--- src/rtl/uart_alu_sequencer.sv ---
// Command sequencer between UART RX/TX and the ALU: collects opcode/A/B frames, sends one result byte.
// Optional inter-byte timeout in WAIT_A/WAIT_B is built when UART_ALU_SEQ_TIMEOUT_EN is defined.
module uart_alu_sequencer #(
  parameter int unsigned NB_DATA      = 8,
  parameter int unsigned NB_OP        = 6,
  parameter int unsigned TIMEOUT_CLKS = 500000
) (
  input  logic               i_clk,
  input  logic               i_reset,
  input  logic               i_rx_done,
  input  logic [NB_DATA-1:0] i_rx_data,
  input  logic               i_tx_done,
  input  logic [NB_DATA-1:0] i_alu_result,
  output logic [NB_DATA-1:0] o_alu_a,
  output logic [NB_DATA-1:0] o_alu_b,
  output logic [NB_OP-1:0]   o_alu_op,
  output logic               o_tx_start,
  output logic [NB_DATA-1:0] o_tx_data,
  output logic               o_busy,
  output logic               o_err
);

  typedef enum logic [2:0] {
    StIdle,
    StWaitA,
    StWaitB,
    StExec,
    StWaitTx
  } state_e;

  state_e state_q;

  // Upper opcode bits must be zero; the low bits select one of eight ALU functions.
  function automatic logic is_valid_op(input logic [NB_DATA-1:0] b);
    if (b[NB_DATA-1:NB_OP] != '0) return 1'b0;
    case (b[NB_OP-1:0])
      NB_OP'('h20), NB_OP'('h22), NB_OP'('h24), NB_OP'('h25),
      NB_OP'('h26), NB_OP'('h03), NB_OP'('h02), NB_OP'('h27): return 1'b1;
      default: return 1'b0;
    endcase
  endfunction

  logic in_wait;
  logic tmo_hit;
  assign in_wait = (state_q == StWaitA) || (state_q == StWaitB);

`ifdef UART_ALU_SEQ_TIMEOUT_EN
  localparam int unsigned TmoW = $clog2(TIMEOUT_CLKS + 1);
  logic [TmoW-1:0] tmo_q;
  assign tmo_hit = in_wait && (tmo_q == TmoW'(TIMEOUT_CLKS));

  always_ff @(posedge i_clk) begin
    if (i_reset || i_rx_done || !in_wait) begin
      tmo_q <= '0;
    end else begin
      tmo_q <= tmo_q + 1'b1;
    end
  end
`else
  assign tmo_hit = 1'b0;
`endif

  always_ff @(posedge i_clk) begin
    if (i_reset) begin
      state_q    <= StIdle;
      o_alu_a    <= '0;
      o_alu_b    <= '0;
      o_alu_op   <= '0;
      o_tx_data  <= '0;
      o_tx_start <= 1'b0;
      o_err      <= 1'b0;
      o_busy     <= 1'b0;
    end else begin
      o_tx_start <= 1'b0;
      o_err      <= 1'b0;
      unique case (state_q)
        StIdle: begin
          if (i_rx_done) begin
            if (is_valid_op(i_rx_data)) begin
              o_alu_op <= i_rx_data[NB_OP-1:0];
              state_q  <= StWaitA;
              o_busy   <= 1'b1;
            end else begin
              o_err <= 1'b1;
            end
          end
        end
        StWaitA: begin
          if (i_rx_done) begin
            o_alu_a <= i_rx_data;
            state_q <= StWaitB;
          end else if (tmo_hit) begin
            state_q <= StIdle;
            o_busy  <= 1'b0;
            o_err   <= 1'b1;
          end
        end
        StWaitB: begin
          if (i_rx_done) begin
            o_alu_b <= i_rx_data;
            state_q <= StExec;
          end else if (tmo_hit) begin
            state_q <= StIdle;
            o_busy  <= 1'b0;
            o_err   <= 1'b1;
          end
        end
        StExec: begin
          o_tx_data  <= i_alu_result;
          o_tx_start <= 1'b1;
          o_err      <= i_rx_done;
          state_q    <= StWaitTx;
        end
        StWaitTx: begin
          o_err <= i_rx_done;
          // A done pulse coincident with our own start belongs to an earlier transfer.
          if (i_tx_done && !o_tx_start) begin
            state_q <= StIdle;
            o_busy  <= 1'b0;
          end
        end
        default: begin
          state_q <= StIdle;
          o_busy  <= 1'b0;
        end
      endcase
    end
  end

endmodule
--- config.mk ---
export PLATFORM = sky130hd
export DESIGN_NAME = uart_alu_sequencer
export DESIGN_NICKNAME = d
export VERILOG_FILES = /design/src/rtl/uart_alu_sequencer.sv
export SDC_FILE = /design/constraint.sdc
export NUM_CORES = 1
export LEC_CHECK = 0
export CAP_MARGIN = 20
export CORE_MARGIN = 10
export CORE_UTILIZATION = 40
export DETAILED_ROUTE_END_ITERATION = 6
export GPL_TIMING_DRIVEN = 0
export PLACE_DENSITY = 0.79
export SYNTH_ARGS = -nofsm -noshare
export SYNTH_HDL_FRONTEND = slang
export SYNTH_SLANG_ARGS = --single-unit
export TNS_END_PERCENT = 10
--- constraint.sdc ---
create_clock -name i_clk -period 2.9 [get_ports i_clk]
set_input_delay 0.29 -clock i_clk [delete_from_list [all_inputs] [get_ports i_clk]]
set_output_delay 0.29 -clock i_clk [all_outputs]
set_load 0.005 [all_outputs]
==> flow_metrics.env <==
export IMPL_cts_buffers=5
export IMPL_critPathRequiredTime_ns=3.17
export IMPL_cts_sinks=36
export IMPL_start_kind="input pin"
export IMPL_critPathKind="in -> reg"
export IMPL_switching_power_uw=190
export IMPL_hold_path_depth=2
export IMPL_yosys_top_cells_area="dfxtp_1 52%, nand2_1 14%, a21oi_1 9.0%"
export IMPL_min_period_over_period_pct=54.5
export IMPL_fin_skew_ns=0.0121
export IMPL_hold_buffers=0
export IMPL_peakVddDrop_mv=0.284
export IMPL_drt_initial_drc_count=77
export IMPL_grt_max_degree=11
export IMPL_reg2reg_depth=6
export IMPL_cpPeakStageDelay_ns=0.51
export IMPL_fin_setup_tns_ns=0
export IMPL_crit_buf_inv=1
export IMPL_ys_warn_count=0
export IMPL_antenna_left=0
export IMPL_drc=0
export IMPL_top_layer_used="met4"
export IMPL_p_per_area_nw_per_um2=416
export IMPL_drt_total_wl_um=3710
export IMPL_viasPerCell=4.74
export IMPL_wl_met2_um=1890
export IMPL_final_min_clock_period_ns=1.58
export IMPL_die_x_um=79.1
export IMPL_drtPass1Iterations=4
export IMPL_clk_path_buf_depth=2
export IMPL_grt_antenna_before_repair=0
export IMPL_cts_tree="yes"
export IMPL_insertion_delay_ns=0.34
export IMPL_hold_viol_final=0
export IMPL_worstSetupEndpointType="flip-flop"
export IMPL_syn_mean_instance_area_um2=8.46
export IMPL_p_comb_share_pct=7.7
export IMPL_p_int_uw=650
export IMPL_cpLargestDelayFamily="compound AO/OA/AOI/OAI gates"
export IMPL_fin_nets=243
export IMPL_rows=21
export IMPL_wl_per_cell_um=13.8
export IMPL_switching_share_pct=22.6
export IMPL_globalplace_congestion=0.766
export IMPL_synth_nets=185
export IMPL_finalSetupViolCount=0
export IMPL_grt_pass1_wl_um=6090
export IMPL_grt_overflow=0
export IMPL_synthArstFlopShare_pct=0
export IMPL_synth_cell_type_count=28
export IMPL_final_max_slew_viol_count=0
export IMPL_hpwl_um=2780
export IMPL_areaGrowthSynthToFinish_pct=44.9
export IMPL_whs_ns=0.343
export IMPL_num_vias=1280
export IMPL_pin_count=53
export IMPL_cts_max_level=2
export IMPL_slew_headroom_pct=65.5
export IMPL_routed_wl_met3_um=221
export IMPL_drive_gt1_share_pct=7.59
export IMPL_hold_class="in -> reg"
export IMPL_fmax_mhz=633
export IMPL_tightest_slew_ns=0.517
export IMPL_synthCells=165
export IMPL_drt_met1_wl_um=1580
export IMPL_path_clk_slew_ns=0.11
export IMPL_grt_pass1_vias=1224
export IMPL_post_route_util_pct=60.1
export IMPL_syn_area_um2=1400
export IMPL_path_cells="clkdlybuf4s50_1 > nor4_4 > o211ai_2 > a211o_1 > a211oi_2"
export IMPL_synth_seq_area_share_pct=51.7
export IMPL_synth_edff_count=0
export IMPL_cp_num_cells=5
export IMPL_dieArea_um2=6250
export IMPL_synth_seq_cells=36
export IMPL_ys_flop_type="dfxtp_1"
export IMPL_drv_cap=0
export IMPL_coreArea_um2=3360
export IMPL_initial_core_util_pct=41.5
export IMPL_grt_usage_pct=12.1
export IMPL_port_buffers=51
export IMPL_fp_dieH_um=79.1
export IMPL_p_leak_nw=0.699
export IMPL_slowest_stage="clkdlybuf4s50_1"
export IMPL_yosys_area_top_type="dfxtp_1"
export IMPL_root_buffer="clkbuf_4"
export IMPL_cts_resized=0
export IMPL_antenna_cells=0
export IMPL_post_cts_buffers=0
export IMPL_clkPwrFrac_pct=33.1
export IMPL_synth_top_cell_area_share_pct=51.7
export IMPL_seqPwrFrac_pct=59.2
export IMPL_outcome="complete, no violations"
export IMPL_rsz0062_at_grt="false"
export IMPL_worstPathMaxFanout=4
export IMPL_worstPathArrival_ns=1.85
## layout make-up
| class | instances | area (um2) |
|---|---|---|
| Fill cell | 340 | 1340 |
| Clock buffer | 8 | 58.8 |
| Buffer | 11 | 45.0 |
| Multi-Input combinational cell | 116 | 622 |
| Timing Repair Buffer | 51 | 510 |
| Inverter | 2 | 7.51 |
| Sequential cell | 36 | 721 |
| Tap cell | 46 | 57.6 |
## flip-flops by register name (all words and copies together), names as in the netlist
signal and count:
o_err 1, o_busy 1, o_alu_op 6, o_tx_data 8, o_alu_b 8, o_tx_start 1, state_q 3, o_alu_a 8
## stage by stage
stage	instance area (um2)	setup slack [ns]	std cells	total power, mW
floorplan	1400	1.57	165	0.531
global placement	1960	0.959	262	0.573
detailed placement	1960	0.967	262	0.574
CTS	2020	1.33	270	0.851
global route	2020	1.16	270	0.874
finish	2020	1.32	270	0.840
## metal layers
metal	up-vias	track usage [%]
li1	662	-
met1	586	14.7
met2	28	18.5
met3	4	4.05
met4	0	6.27
met5	-	0
## kinds of logic (layout without fill, tap and decap cells)
group,after synthesis,in the layout,synth area share (%)
AO/OA/AOI/OAI,33,33,14.9
AND/OR/NAND/NOR,78,78,26.1
buffers and inverters,13,72,3.77
multiplexers,5,5,3.59
flip-flops,36,36,51.7
## cells in the mapped netlist, types with 2 or more instances
cell type / number
nand2_1: 52
dfxtp_1: 36
a21oi_1: 25
clkbuf_1: 8
nor2_1: 8
mux2i_1: 5
buf_2: 3
nand3_1: 3
nor2b_1: 3
and2_1: 2
inv_1: 2
nor3b_1: 2
## power groups by stage
stage | registers, mW | logic, mW | clock network, mW
after floorplan | 0.510 | 0.0214 | 0
after detailed placement | 0.509 | 0.0646 | 0
after CTS | 0.498 | 0.0649 | 0.288
after global placement | 0.509 | 0.0642 | 0
final | 0.498 | 0.0647 | 0.278
after global routing | 0.498 | 0.0699 | 0.305
## worst paths after layout
| kind | end | startpoint | slack, ns |
|---|---|---|---|
| max | state_q[0] | i_rx_data[3] | 1.32 |
| min | o_busy | i_reset | 0.34 |
| max reg2reg | o_alu_a[3] | state_q[0] | 1.38 |
| min reg2reg | o_tx_data[6] | o_tx_data[6] | 0.46 |
## worst reg2reg max path: cells and delay by family (launching register included)
| kind | cells | cell delay (ns) |
|---|---|---|
| AND/OR/NAND/NOR | 3 | 0.53 |
| buffers and inverters | 2 | 0.46 |
| flip-flops | 1 | 0.32 |
| AO/OA/AOI/OAI | 1 | 0.14 |
## cell usage in the layout, fill, tap and decap left out
master           instances
a211o_1                  1
o21ai_0                  1
nand2b_1                 1
a211oi_1                 1
o211ai_2                 1
and3_1                   1
o2111ai_2                1
nor4b_2                  1
and2b_2                  1
clkbuf_8                 1
clkbuf_4                 5
nand2_1                 52
clkbuf_1                10
nor3b_1                  2
a2111oi_2                1
a211oi_2                 1
a21oi_1                 25
mux2i_1                  5
nand3b_1                 1
nor4_4                   1
buf_2                    3
nor2b_1                  3
nand3_1                  3
and3_2                   1
clkdlybuf4s50_1         51
and2_1                   2
nor3_1                   1
inv_1                    2
a31oi_1                  1
nor2_1                   8
dfxtp_1                 36
(Power assumes the default switching activity.)
